[src/rtl/spi_ram_ctrl.sv]
// spi_ram_ctrl: command engine that sits behind an SPI slave deserialiser
// and fronts a single-port RAM. Each command word carries a 2-bit opcode
// and a payload. The engine keeps separate write and read pointers, which
// can optionally auto-increment. Read data leaves through a
// tx_valid/tx_ready handshake. Read commands are back-pressured while
// earlier output has not yet been consumed.
module spi_ram_ctrl #(
   parameter int DATA_WIDTH = 8,
   parameter int ADDR_SIZE  = 8,
   parameter int MEM_DEPTH  = 256,
   parameter int AUTO_INC   = 1
) (
   input  logic                  clk,
   input  logic                  rst,
   input  logic                  rx_valid,
   input  logic [DATA_WIDTH+1:0] din,
   output logic                  cmd_ready,
   input  logic                  tx_ready,
   output logic                  tx_valid,
   output logic [DATA_WIDTH-1:0] dout,
   output logic                  addr_err
);

   typedef enum logic [1:0] {
      OP_SET_WR = 2'b00,
      OP_WRITE  = 2'b01,
      OP_SET_RD = 2'b10,
      OP_READ   = 2'b11
   } opcode_e;

   // One extra bit so that MEM_DEPTH == 2**ADDR_SIZE is representable.
   localparam logic [ADDR_SIZE:0]   DEPTH_C = (ADDR_SIZE+1)'(MEM_DEPTH);
   localparam logic [ADDR_SIZE-1:0] LAST_C  = ADDR_SIZE'(MEM_DEPTH - 1);

   logic [DATA_WIDTH-1:0] mem [MEM_DEPTH];

   opcode_e               opcode_s;
   logic [DATA_WIDTH-1:0] payload_s;
   logic [ADDR_SIZE-1:0]  addr_s;
   logic                  addr_ok_s;
   logic                  cmd_ready_s;
   logic                  accept_s;
   logic                  mem_we_s;

   logic [ADDR_SIZE-1:0]  wr_ptr_q, wr_ptr_d;
   logic [ADDR_SIZE-1:0]  rd_ptr_q, rd_ptr_d;
   logic                  tx_valid_q, tx_valid_d;
   logic [DATA_WIDTH-1:0] dout_q, dout_d;
   logic                  addr_err_q, addr_err_d;

   // The pointer wraps at the last real word. This still holds when the
   // depth is not a power of two.
   function automatic logic [ADDR_SIZE-1:0] next_ptr(input logic [ADDR_SIZE-1:0] ptr);
      if (ptr == LAST_C) begin
         return '0;
      end else begin
         return ptr + ADDR_SIZE'(1);
      end
   endfunction

   // Split the command word and qualify it against back-pressure and the address range.
   always_comb begin
      opcode_s    = opcode_e'(din[DATA_WIDTH+1:DATA_WIDTH]);
      payload_s   = din[DATA_WIDTH-1:0];
      addr_s      = payload_s[ADDR_SIZE-1:0];
      addr_ok_s   = ({1'b0, addr_s} < DEPTH_C);
      // Only a read can stall. Pointer loads and writes never touch the output register.
      cmd_ready_s = !(tx_valid_q && !tx_ready && (opcode_s == OP_READ));
      accept_s    = rx_valid && cmd_ready_s;
   end

   // Compute the next pointer, output and error state from the accepted command.
   always_comb begin
      wr_ptr_d   = wr_ptr_q;
      rd_ptr_d   = rd_ptr_q;
      dout_d     = dout_q;
      addr_err_d = 1'b0;
      mem_we_s   = 1'b0;
      // The consumer taking the data empties the output unless a new read refills it below.
      if (tx_valid_q && tx_ready) begin
         tx_valid_d = 1'b0;
      end else begin
         tx_valid_d = tx_valid_q;
      end
      if (accept_s) begin
         case (opcode_s)
            OP_SET_WR: begin
               if (addr_ok_s) begin
                  wr_ptr_d = addr_s;
               end else begin
                  addr_err_d = 1'b1;
               end
            end
            OP_WRITE: begin
               mem_we_s = 1'b1;
               if (AUTO_INC != 0) begin
                  wr_ptr_d = next_ptr(wr_ptr_q);
               end else begin
                  wr_ptr_d = wr_ptr_q;
               end
            end
            OP_SET_RD: begin
               if (addr_ok_s) begin
                  rd_ptr_d = addr_s;
               end else begin
                  addr_err_d = 1'b1;
               end
            end
            OP_READ: begin
               // The memory already holds a write from the previous edge, so read-after-write works.
               tx_valid_d = 1'b1;
               dout_d     = mem[rd_ptr_q];
               if (AUTO_INC != 0) begin
                  rd_ptr_d = next_ptr(rd_ptr_q);
               end else begin
                  rd_ptr_d = rd_ptr_q;
               end
            end
            default: begin
               wr_ptr_d = wr_ptr_q;
            end
         endcase
      end else begin
         mem_we_s = 1'b0;
      end
   end

   // Control and output registers. Reset drops any pending read data.
   always_ff @(posedge clk or posedge rst) begin
      if (rst) begin
         wr_ptr_q   <= '0;
         rd_ptr_q   <= '0;
         tx_valid_q <= 1'b0;
         dout_q     <= '0;
         addr_err_q <= 1'b0;
      end else begin
         wr_ptr_q   <= wr_ptr_d;
         rd_ptr_q   <= rd_ptr_d;
         tx_valid_q <= tx_valid_d;
         dout_q     <= dout_d;
         addr_err_q <= addr_err_d;
      end
   end

   // Storage array. It has no reset, so its contents survive a reset.
   always_ff @(posedge clk) begin
      if (mem_we_s) begin
         mem[wr_ptr_q] <= payload_s;
      end
   end

   assign cmd_ready = cmd_ready_s;
   assign tx_valid  = tx_valid_q;
   assign dout      = dout_q;
   assign addr_err  = addr_err_q;

endmodule

[config.mk]
export PLATFORM = sky130hd
export DESIGN_NAME = spi_ram_ctrl
export DESIGN_NICKNAME = d
export VERILOG_FILES = /design/src/rtl/spi_ram_ctrl.sv
export SDC_FILE = /design/constraint.sdc
export NUM_CORES = 2
export LEC_CHECK = 0
export ABC_CLOCK_PERIOD_IN_PS = 6200
export BUFFER_PORTS_ARGS = -buffer_cell sky130_fd_sc_hd__buf_2
export CAP_MARGIN = 20
export CORE_MARGIN = 2
export CORE_UTILIZATION = 50
export CTS_BUF_LIST = sky130_fd_sc_hd__clkbuf_8
export DETAILED_ROUTE_END_ITERATION = 6
export PLACE_DENSITY = 0.62
export SYNTH_ARGS = -nofsm -noshare
export SYNTH_HDL_FRONTEND = slang
export SYNTH_SLANG_ARGS = --single-unit
[constraint.sdc]
create_clock -name clk -period 6.2 [get_ports clk]
set_input_delay 1.24 -clock clk [delete_from_list [all_inputs] [get_ports clk]]
set_output_delay 1.24 -clock clk [all_outputs]
set_load 0.005 [all_outputs]
==> results by group <==
Outcome
  • Status: complete, but fails checks
  • Failing checks: design-rule violations

Timing
  • Fin crit share: 0.740
  • Minimum clock period: 4.59 ns
  • RSZ-0062 raised after global routing: false
  • Worst slew pin tran: 1.17 ns
  • Fin. Hold Viols: 0
  • Final slew viol count: 0
  • Fmax: 218 MHz
  • Max transition margin: 0.216
  • WHS: a little under 0.3 ns
  • # setup viols final: 0
  • Clock Skews: 0.0660 ns
  • Post-route setup TNS: 0 ns

Critical path
  • CP Data Arrival Time: 5.55 ns
  • CP Buf/Inv Count: 1
  • Worst path slowest cell: dfrtp_4
  • CP startpoint kind: flop
  • Crit path capture type: flop
  • CP Cell Sequence: buf_4 > nand3b_1 > o22ai_1 > a2111oi_0 > or4_1 > nor4_1 > o22a_1
  • R2r worst-path depth: 7
  • CP peak stage delay: 0.79 ns
  • R2R Path Start: rd_ptr_q[2]$_DFFE_PP0P_
  • Worst endpoint required time: 7.17 ns
  • Crit path from: rd_ptr_q[2]$_DFFE_PP0P_
  • Crit path max-delay family: simple AND/OR/NAND/NOR gates
  • Crit path depth: 7
  • Crit path max fanout: between 40 and 50
  • CP Class: reg -> reg

Drt
  • DR iter-0 viols: 5,860
  • Via-to-Cell Ratio: ~6.4
  • WL/cell: 33.0 microns
  • Routed Antenna Nets: 0
  • Overall routed net length: 219,000 microns
  • Via count: ~42,000
  • Remaining DRCs: 2
  • Pre-antenna DRT Iters: 7

Cells and area
  • P&R area growth vs syn: 10.2%
  • Layout cell share with drive strength beyond 1: 0.227
  • Layout Nets: 4,233

Die
  • Core area: 0.162 sq mm
  • FP Rows: ~150
  • Die Height: 408 microns
  • IO Count: 25
  • Die X: roughly 410 microns
  • Die Area: about 0.17 sq mm
  • Starting Density: 0.502

Logic synthesis
  • Area share of the largest cell type after synthesis: 0.754
  • Synth cell count leaders: edfxtp_1, mux4_2, nor2_1
  • Post-Syn Nets: 4,013
  • Ys flop type: edfxtp_1
  • Yosys reg bits: 2,073
  • Mapped Area: 0.0816 sq mm
  • Post-Synthesis Cells: 3,994
  • Multiplexer share of the synthesized area: 0.151
  • Largest family of logic cells by synthesized area: multiplexers
  • Adder-cell share of the synthesized area: 0.000767
  • Sequential share of the synthesized area: 0.762
  • Yosys warns: 0
  • Post-Synth XOR/XNOR Area: 0
  • Post-synth EDFFs: 2,048
  • Asr flop ratio synth: 0.0121
  • Synth cell types: 78
  • Yosys top cell by area: edfxtp_1
  • Post-synthesis compound-gate area fraction: 0.0337
  • Synth top area cells: edfxtp_1, mux4_2, mux2i_1
  • Post-synthesis simple-gate area fraction: 0.0317
  • Most frequent cell after synthesis: edfxtp_1
  • Syn_area_per_cell: 20.4 sq um

Job
  • Max-cap violations: 0

Global routing
  • Vias in the first global route: 42,000
  • Initial antenna violation count: 10
  • First-pass GRT wire length: 312,000 microns
  • GRT overflow: 0
  • Gr usage total: 0.263
  • Largest net degree at the start of global routing: 157

Pwr
  • Pwr per Cell Area: 338 mW/mm^2
  • Static leakage: between 20 and 30 nW
  • Peak VDD IR: 186 uV

Clock tree
  • Clk sinks: 2,073
  • CTS clk-pin slew, worst paths: about 0.070 ns
  • Clock buffer depth: 4
  • Post-CTS sizing: 0
  • Worst skew pair latency: 1.04 ns
  • CTS buffer count: 339
  • Post-CTS Repair Setup Buffers: 0
  • Root Driver: clkbuf_8
  • H-tree levels: 5
  • CTS tree: built
  • Cts hold-fix bufs: 0

Placed design
  • GPL Wtd Cong: 0.896
  • Buffers on Ports: 23
  • HPWL after DPL: 132,000 microns

Worst hold path
  • HP Class: in -> async
final timing paths:
path	endpoint	slack, ns
worst max-delay path	dout[5]$_DFFE_PP0P_	1.61
worst min-delay path	rd_ptr_q[1]$_DFFE_PP0P_	0.29
worst max register to register	dout[5]$_DFFE_PP0P_	1.61
worst min register to register	wr_ptr_q[1]$_DFFE_PP0P_	0.56
max in group asynchronous	rd_ptr_q[2]$_DFFE_PP0P_	5.52
min in group clk	wr_ptr_q[1]$_DFFE_PP0P_	0.56
power by group:
part	total (mW)	internal (mW)	switching [mW]
combinational	3.95	1.48	2.47
clock	10.8	5.52	5.29
sequential	15.7	15.5	0.201
layer usage:
| layer | GRT usage | wire length [microns] | share of wire |
|---|---|---|---|
| met1 | 0.382 | 88600 | 0.41 |
| met2 | 0.393 | 100000 | 0.46 |
| met3 | 0.0579 | 21400 | 0.098 |
| met4 | 0.0994 | 8100 | 0.037 |
| met5 | 0 | 41 | 0.00019 |
cells by family (layout without fill, tap and decap cells):
family	Yosys count	after routing
AND/OR/NAND/NOR	591	591
multiplexers	678	678
adder cells (fa/ha/maj)	5	5
buffers and inverters	252	703
other	1	4
flip-flops	2073	2073
AO/OA/AOI/OAI	394	394
worst min-delay path, cell delays in order:
cell   delay, ns
buf_2       0.09
inv_1       0.04
buf_4       0.37
metrics by stage:
step / power (mW) / setup WS (ns) / cell area, sq um / utilization / instances
2_1_floorplan: 18.4 / 2.88 / 81600 / - / 3994
5_1_grt: 31.3 / 1.61 / 89900 / 0.553 / 6622
6_report: 30.4 / 1.61 / 89900 / 0.554 / 6623
4_1_cts: 30.5 / 1.79 / 89900 / 0.553 / 6618
3_5_place_dp: 19.8 / 1.41 / 83900 / 0.517 / 6046
3_3_place_gp: 19.8 / 1.48 / 83800 / 0.516 / 6037
sequential cells by signal, summed over array words and instances (netlist names):
signal and cells:
dout 8, tx_valid 1, rd_ptr_q 8, mem 2048, wr_ptr_q 8
cell type report:
| cell class | instances | area, sq um |
|---|---|---|
| fillers | 12300 | 72500 |
| clock buffers | 349 | 4800 |
| well taps | 2175 | 2720 |
| flip-flops and latches | 2073 | 62100 |
| repair buffers | 116 | 1230 |
| inverters | 15 | 58.8 |
| diodes | 3 | 7.51 |
| multi-input cells | 1669 | 17800 |
| clock inverters | 223 | 1130 |
layout by cell type (no fill, tap or decap), drive strengths merged, types with 9 or more instances in the layout:
master / count
nand2: 107
nor2: 321
nand3: 36
dfrtp: 25
mux2: 19
a221oi: 13
clkbuf: 357
edfxtp: 2048
a211oi: 39
inv: 115
a21oi: 49
o32ai: 9
nor3: 31
a2111oi: 11
nor2b: 34
mux2i: 218
buf: 108
o22ai: 57
a22oi: 30
o221ai: 46
a31oi: 20
mux4: 441
nor4: 10
clkinv: 110
o21ai: 68
Power figures use the tool's default switching activity.
